`src/rtl/mano_alu_stage.sv`:
```
// rtl/mano_alu_stage.sv - adder/logic stage feeding the 16-bit accumulator register
//
// Purpose:
//   Latches an op and its operands on a Req/Ready handshake and computes the next AC value.
//   Updates the E (carry/extend) flip-flop.
//   Drives the result and a one-cycle Load strobe into the AC register.
//   Sequence: IDLE -> EXEC -> WB -> IDLE, so one op completes every three cycles.
//
// Ports:
//   i_clk    rising-edge clock
//   i_clr    asynchronous active-high reset
//   i_req    op request, accepted only while o_ready=1
//   i_op     op code: 0 NOP, 1 AND, 2 ADD, 3 LDA, 4 CMA, 5 CIR, 6 CIL, 7 INP,
//            8 CLE, 9 CME; codes 10-15 behave as NOP
//   i_ac     current AC value (AC register Q)
//   i_dr     data register operand
//   i_inpr   input register
//   o_ready  stage idle, able to accept a request
//   o_data   result to the AC register Data input
//   o_load   one-cycle write strobe to the AC register Load input (WB only)
//   o_e      E flip-flop
//   o_v      two's-complement overflow of the last ADD (present only with ALU_OVF_EN)
//
// Configuration macro:
//   ALU_OVF_EN  adds o_v and the ADD overflow logic; omitted when undefined.

module mano_alu_stage #(
  parameter int WIDTH     = 16,
  parameter int INP_WIDTH = 8
) (
  input  logic                 i_clk,
  input  logic                 i_clr,
  input  logic                 i_req,
  input  logic [3:0]           i_op,
  input  logic [WIDTH-1:0]     i_ac,
  input  logic [WIDTH-1:0]     i_dr,
  input  logic [INP_WIDTH-1:0] i_inpr,
  output logic                 o_ready,
  output logic [WIDTH-1:0]     o_data,
  output logic                 o_load,
  output logic                 o_e
`ifdef ALU_OVF_EN
  ,
  output logic                 o_v
`endif
);

  localparam logic [3:0] OP_NOP = 4'd0;
  localparam logic [3:0] OP_AND = 4'd1;
  localparam logic [3:0] OP_ADD = 4'd2;
  localparam logic [3:0] OP_LDA = 4'd3;
  localparam logic [3:0] OP_CMA = 4'd4;
  localparam logic [3:0] OP_CIR = 4'd5;
  localparam logic [3:0] OP_CIL = 4'd6;
  localparam logic [3:0] OP_INP = 4'd7;
  localparam logic [3:0] OP_CLE = 4'd8;
  localparam logic [3:0] OP_CME = 4'd9;

  typedef enum logic [1:0] {
    S_IDLE = 2'd0,
    S_EXEC = 2'd1,
    S_WB   = 2'd2
  } state_t;

  state_t r_state;
  state_t w_next_state;

  // Latched operands, captured on the accepting edge so the AC/DR inputs may
  // change freely while the op is in flight.
  logic [3:0]           r_op;
  logic [WIDTH-1:0]     r_a;
  logic [WIDTH-1:0]     r_d;
  logic [INP_WIDTH-1:0] r_inpr;

  logic [WIDTH-1:0]     r_data;
  logic                 r_e;
  logic                 r_load;

  logic                 w_accept;
  logic [WIDTH:0]       w_sum;
  logic [WIDTH-1:0]     w_result;
  logic                 w_e_next;
  logic                 w_writes;

  assign w_accept = (r_state == S_IDLE) && i_req;

  // ---------------------------------------------------------------------------
  // FSM
  // ---------------------------------------------------------------------------
  always_ff @(posedge i_clk or posedge i_clr) begin
    if (i_clr) begin
      r_state <= S_IDLE;
    end else begin
      r_state <= w_next_state;
    end
  end

  always_comb begin
    w_next_state = r_state;
    case (r_state)
      S_IDLE:  if (i_req) w_next_state = S_EXEC;
      S_EXEC:  w_next_state = S_WB;
      S_WB:    w_next_state = S_IDLE;
      default: w_next_state = S_IDLE;
    endcase
  end

  // ---------------------------------------------------------------------------
  // Operand capture
  // ---------------------------------------------------------------------------
  always_ff @(posedge i_clk or posedge i_clr) begin
    if (i_clr) begin
      r_op   <= OP_NOP;
      r_a    <= '0;
      r_d    <= '0;
      r_inpr <= '0;
    end else if (w_accept) begin
      r_op   <= i_op;
      r_a    <= i_ac;
      r_d    <= i_dr;
      r_inpr <= i_inpr;
    end
  end

  // ---------------------------------------------------------------------------
  // Datapath
  // ---------------------------------------------------------------------------
  // Add at WIDTH+1 bits so the carry-out lands directly in the top bit.
  assign w_sum = {1'b0, r_a} + {1'b0, r_d};

  always_comb begin
    w_result = r_data;
    w_e_next = r_e;
    w_writes = 1'b0;
    case (r_op)
      OP_AND: begin
        w_result = r_a & r_d;
        w_writes = 1'b1;
      end
      OP_ADD: begin
        w_result = w_sum[WIDTH-1:0];
        w_e_next = w_sum[WIDTH];
        w_writes = 1'b1;
      end
      OP_LDA: begin
        w_result = r_d;
        w_writes = 1'b1;
      end
      OP_CMA: begin
        w_result = ~r_a;
        w_writes = 1'b1;
      end
      // Rotates run through E, so AC and E form a WIDTH+1 bit ring.
      OP_CIR: begin
        w_result = {r_e, r_a[WIDTH-1:1]};
        w_e_next = r_a[0];
        w_writes = 1'b1;
      end
      OP_CIL: begin
        w_result = {r_a[WIDTH-2:0], r_e};
        w_e_next = r_a[WIDTH-1];
        w_writes = 1'b1;
      end
      OP_INP: begin
        w_result = {r_a[WIDTH-1:INP_WIDTH], r_inpr};
        w_writes = 1'b1;
      end
      OP_CLE:  w_e_next = 1'b0;
      OP_CME:  w_e_next = ~r_e;
      default: begin
        w_result = r_data;
        w_e_next = r_e;
        w_writes = 1'b0;
      end
    endcase
  end

  // Results commit on the EXEC edge. Load is set on that same edge, so it is
  // high exactly for the WB cycle and is cleared again on the WB edge.
  always_ff @(posedge i_clk or posedge i_clr) begin
    if (i_clr) begin
      r_data <= '0;
      r_e    <= 1'b0;
      r_load <= 1'b0;
    end else if (r_state == S_EXEC) begin
      if (w_writes) begin
        r_data <= w_result;
      end
      r_e    <= w_e_next;
      r_load <= w_writes;
    end else begin
      r_load <= 1'b0;
    end
  end

`ifdef ALU_OVF_EN
  logic r_v;
  logic w_v_next;

  // Signed overflow: both operands share a sign and the sum's sign differs.
  assign w_v_next = (r_a[WIDTH-1] == r_d[WIDTH-1]) && (w_sum[WIDTH-1] != r_a[WIDTH-1]);

  always_ff @(posedge i_clk or posedge i_clr) begin
    if (i_clr) begin
      r_v <= 1'b0;
    end else if ((r_state == S_EXEC) && (r_op == OP_ADD)) begin
      r_v <= w_v_next;
    end
  end

  assign o_v = r_v;
`endif

  assign o_ready = (r_state == S_IDLE);
  assign o_data  = r_data;
  assign o_load  = r_load;
  assign o_e     = r_e;

endmodule

```
`config.mk`:
```
export PLATFORM = sky130hd
export DESIGN_NAME = mano_alu_stage
export DESIGN_NICKNAME = d
export VERILOG_FILES = /design/src/rtl/mano_alu_stage.sv
export SDC_FILE = /design/constraint.sdc
export NUM_CORES = 1
export LEC_CHECK = 0
export BUFFER_PORTS_ARGS = -buffer_cell sky130_fd_sc_hd__buf_2
export CORE_ASPECT_RATIO = 0.6
export CORE_MARGIN = 2
export CORE_UTILIZATION = 57
export CTS_CLUSTER_SIZE = 10
export DETAILED_ROUTE_END_ITERATION = 7
export HOLD_SLACK_MARGIN = 0.08
export PLACE_DENSITY = 0.8
export SYNTH_ARGS = -nofsm -noshare
export SYNTH_HDL_FRONTEND = slang
export SYNTH_SLANG_ARGS = --single-unit
```
`constraint.sdc`:
```
create_clock -name i_clk -period 2.8 [get_ports i_clk]
set_clock_uncertainty 0.15 [all_clocks]
set_input_delay 0.28 -clock i_clk [delete_from_list [all_inputs] [get_ports i_clk]]
set_output_delay 0.28 -clock i_clk [all_outputs]
set_load 0.1 [all_outputs]
```
==> results.json <==
{
  "outcome": "finished clean",
  "yosysMostFrequentCell": "dfrtp_1",
  "maxSlewHeadroom": 0.190,
  "postPlaceCellArea_um2": 4560,
  "clockBufferDepth": 2,
  "yosys.area.top_type_share": 0.390,
  "holdPathEnd": "o_data[5]$_DFFE_PP0P_",
  "synth_compound_gate_area_share": 0.237,
  "tritoncts": "done",
  "hold_path_class": "reg -> reg",
  "netlist_top_cells_area": "dfrtp_1 (39%), mux2_2 (11%), ha_1 (4.9%), nand2_1 (3.7%), o21ai_0 (3.2%)",
  "muxShareOfSynthArea": 0.120,
  "p_leak_nw": 2.38,
  "crit_chain": "ha_1, fa_2, a211oi_2, nor2_1, a211oi_2, nor3_1, o31a_1, o311ai_1",
  "cts_buffers": 9,
  "yosys_warnings": 0,
  "overflow": 0,
  "cpMaxStageDelayCell": "dfrtp_1",
  "clock_latency_ns": 0.34,
  "synth_top_flop_cell": "dfrtp_1",
  "min_path_cells": 2,
  "ys_seq_area_frac": 0.390,
  "layoutNonFillerInstCount": 637,
  "grt_max_degree": 50,
  "stdcell_area_um2": 5370,
  "critPathMaxStageDelay_ns": 0.43,
  "clkTransAtPathRegs_ns": 0.06,
  "hold_viol_final": 0,
  "synthArstFlopShare": 1.00,
  "post-route-min-period_ns": 2.66,
  "worstMarginPinSlew_ns": 1.21,
  "vias": 4322,
  "wl_met1_mm": 5.72,
  "drive_gt1_frac": 0.276,
  "finalWirelength_mm": 14.6,
  "r2r-end": "o_data[14]$_DFFE_PP0P_",
  "power_mw": 6.23,
  "synthXorXnorAreaFrac": 0.0128,
  "critPathRequiredTime_ns": 2.88,
  "hp-start": "o_data[5]$_DFFE_PP0P_",
  "rsz0062_at_grt": "no",
  "synth_edf_count": 0,
  "syn2layout_area_growth_pct": 30.9,
  "syn_area_um2": 4100,
  "dr_wl_met2_mm": 5.98,
  "synth-seq-cells": 64,
  "grt_use_total": 0.378,
  "synth_common_cells": "dfrtp_1 (64), mux2_2 (40), nand2_1 (40)",
  "power.density_nw_per_um2": 1160,
  "htreeDepth": 3,
  "crit_path_start_kind": "register",
  "wl_met3_mm": 2.35,
  "syn-mean-instance-area_um2": 9.59,
  "ir_drop_mv": 0.737,
  "drtIter0Drc": 824,
  "die_height_um": 69.7,
  "n_antenna_cell": 0,
  "io_pins": 66,
  "post-dp-hpwl_mm": 9.30,
  "synthCells": 428,
  "grt_antenna_before_repair": 0,
  "setup_violations": 0,
  "clock_sinks": 64,
  "hold_slack_ns": 0.330,
  "cp.arrival_ns": 2.75,
  "nNetsFinal": 609,
  "rows": 23,
  "wl_per_cell_um": 22.9,
  "worstRegToRegCells": 8,
  "setup_ws_ns": 0.135,
  "die_area_um2": 7910,
  "ant_nets": 0,
  "grt_pass1_wl_mm": 22.7,
  "dp.cells": 575,
  "port_buffers": 65,
  "die_w_um": 114,
  "synth_top_family_by_area": "compound AO/OA/AOI/OAI gates",
  "rrSetupSlack_ns": 0.14,
  "drc": 0,
  "syn-num-nets": 492,
  "routed.top_layer": "met4",
  "fin_crit_sh": 0.952,
  "cp-end-kind": "register",
  "max_freq_mhz": 375,
  "cap_violations": 0,
  "path_class": "reg -> reg",
  "viasPerCell": 6.78,
  "gp_congestion": 1.05,
  "firstDrtPassIters": 7,
  "floorplan.initialDensity": 0.602,
  "synth-adder-area-share": 0.0537,
  "clk_root_buffer_cell": "clkbuf_16",
  "grt_pass1_vias": 4168,
  "r2r-start": "r_a[0]$_DFFE_PP0P_",
  "critPathMaxFanout": 5,
  "crit_path_frequent_cell": "a211oi_2",
  "pre_cts_slack_ns": 0.166,
  "yosys.area_share.simple": 0.142,
  "core_area_um2": 6820,
  "yosys.area.top_type": "dfrtp_1",
  "final_core_util": 0.787,
  "setup_tns_ns": 0,
  "drv_slew": 0,
  "synthDistinctLibCells": 60
}
-- how the worst max path moves through the flow --
stage / start / to / slack [ns] / cells after the start
4_1_cts: r_a[0]$_DFFE_PP0P_ / o_data[14]$_DFFE_PP0P_ / 0.13 / 8
2_1_floorplan: r_state[0]$_DFFE_PP0P_ / r_a[2]$_DFFE_PP0P_ / 0.25 / 6
3_5_place_dp: r_a[0]$_DFFE_PP0P_ / o_data[14]$_DFFE_PP0P_ / 0.17 / 8
3_3_place_gp: r_a[0]$_DFFE_PP0P_ / o_data[14]$_DFFE_PP0P_ / 0.25 / 8
5_1_grt: r_a[0]$_DFFE_PP0P_ / o_data[14]$_DFFE_PP0P_ / 0.05 / 8
6_report: r_a[0]$_DFFE_PP0P_ / o_data[14]$_DFFE_PP0P_ / 0.14 / 8
-- where the power goes --
part	switching (mW)	internal, mW	total [mW]
clock network	0.461	0.882	1.34
registers	0.345	1.21	1.56
logic	2.28	1.05	3.33
-- cell usage in the layout (no fill, tap or decap), drive strengths merged, types with 16 or more instances in the layout --
cell type and n:
nor2 32, dlygate4sd3 45, mux2 40, ha 16
nand2 40, a21oi 25, buf 86, dfrtp 64
o21ai 26
-- state kept, by name, indices dropped and copies added, names as in the netlist --
signal	cells
r_state	2
o_data	16
o_load	1
r_op	4
r_a	16
r_d	16
r_inpr	8
o_e	1
-- layout make-up --
type	instances	area [um2]
multi-input combinational	329	2320
timing repair buffer	131	946
fill	401	1450
inverter	10	37.5
sequential	64	1600
clock buffer	9	225
clock inverter	7	128
tap	87	109
-- what timing repair did --
item | 4_1_cts | 5_1_grt
hold endpoints to repair | 73 | 0
endpoints found under the setup margin | 0 | 1
setup buffers | 0 | 1
hold buffers | 45 | 0
gates resized for setup | 0 | 1
-- kinds of logic after synthesis --
family                   after synthesis
AND/OR/NAND/NOR                      125
AO/OA/AOI/OAI                        137
XOR/XNOR                               6
multiplexers                          44
adder cells (fa/ha/maj)               17
buffers and inverters                 35
flip-flops                            64
-- worst max-delay path: cells and delay by family (launching register included) --
family          cells  cell delay [ns]
compound gates      4             1.09
fa+ha+maj           2             0.67
flops               1             0.43
simple gates        2             0.23
-- layer usage --
metal	track usage	vias up
met3	0.165	82
met1	0.509	1998
met2	0.555	392
li1	-	1850
met4	0.107	0
met5	0	-
(Power assumes the default switching activity.)
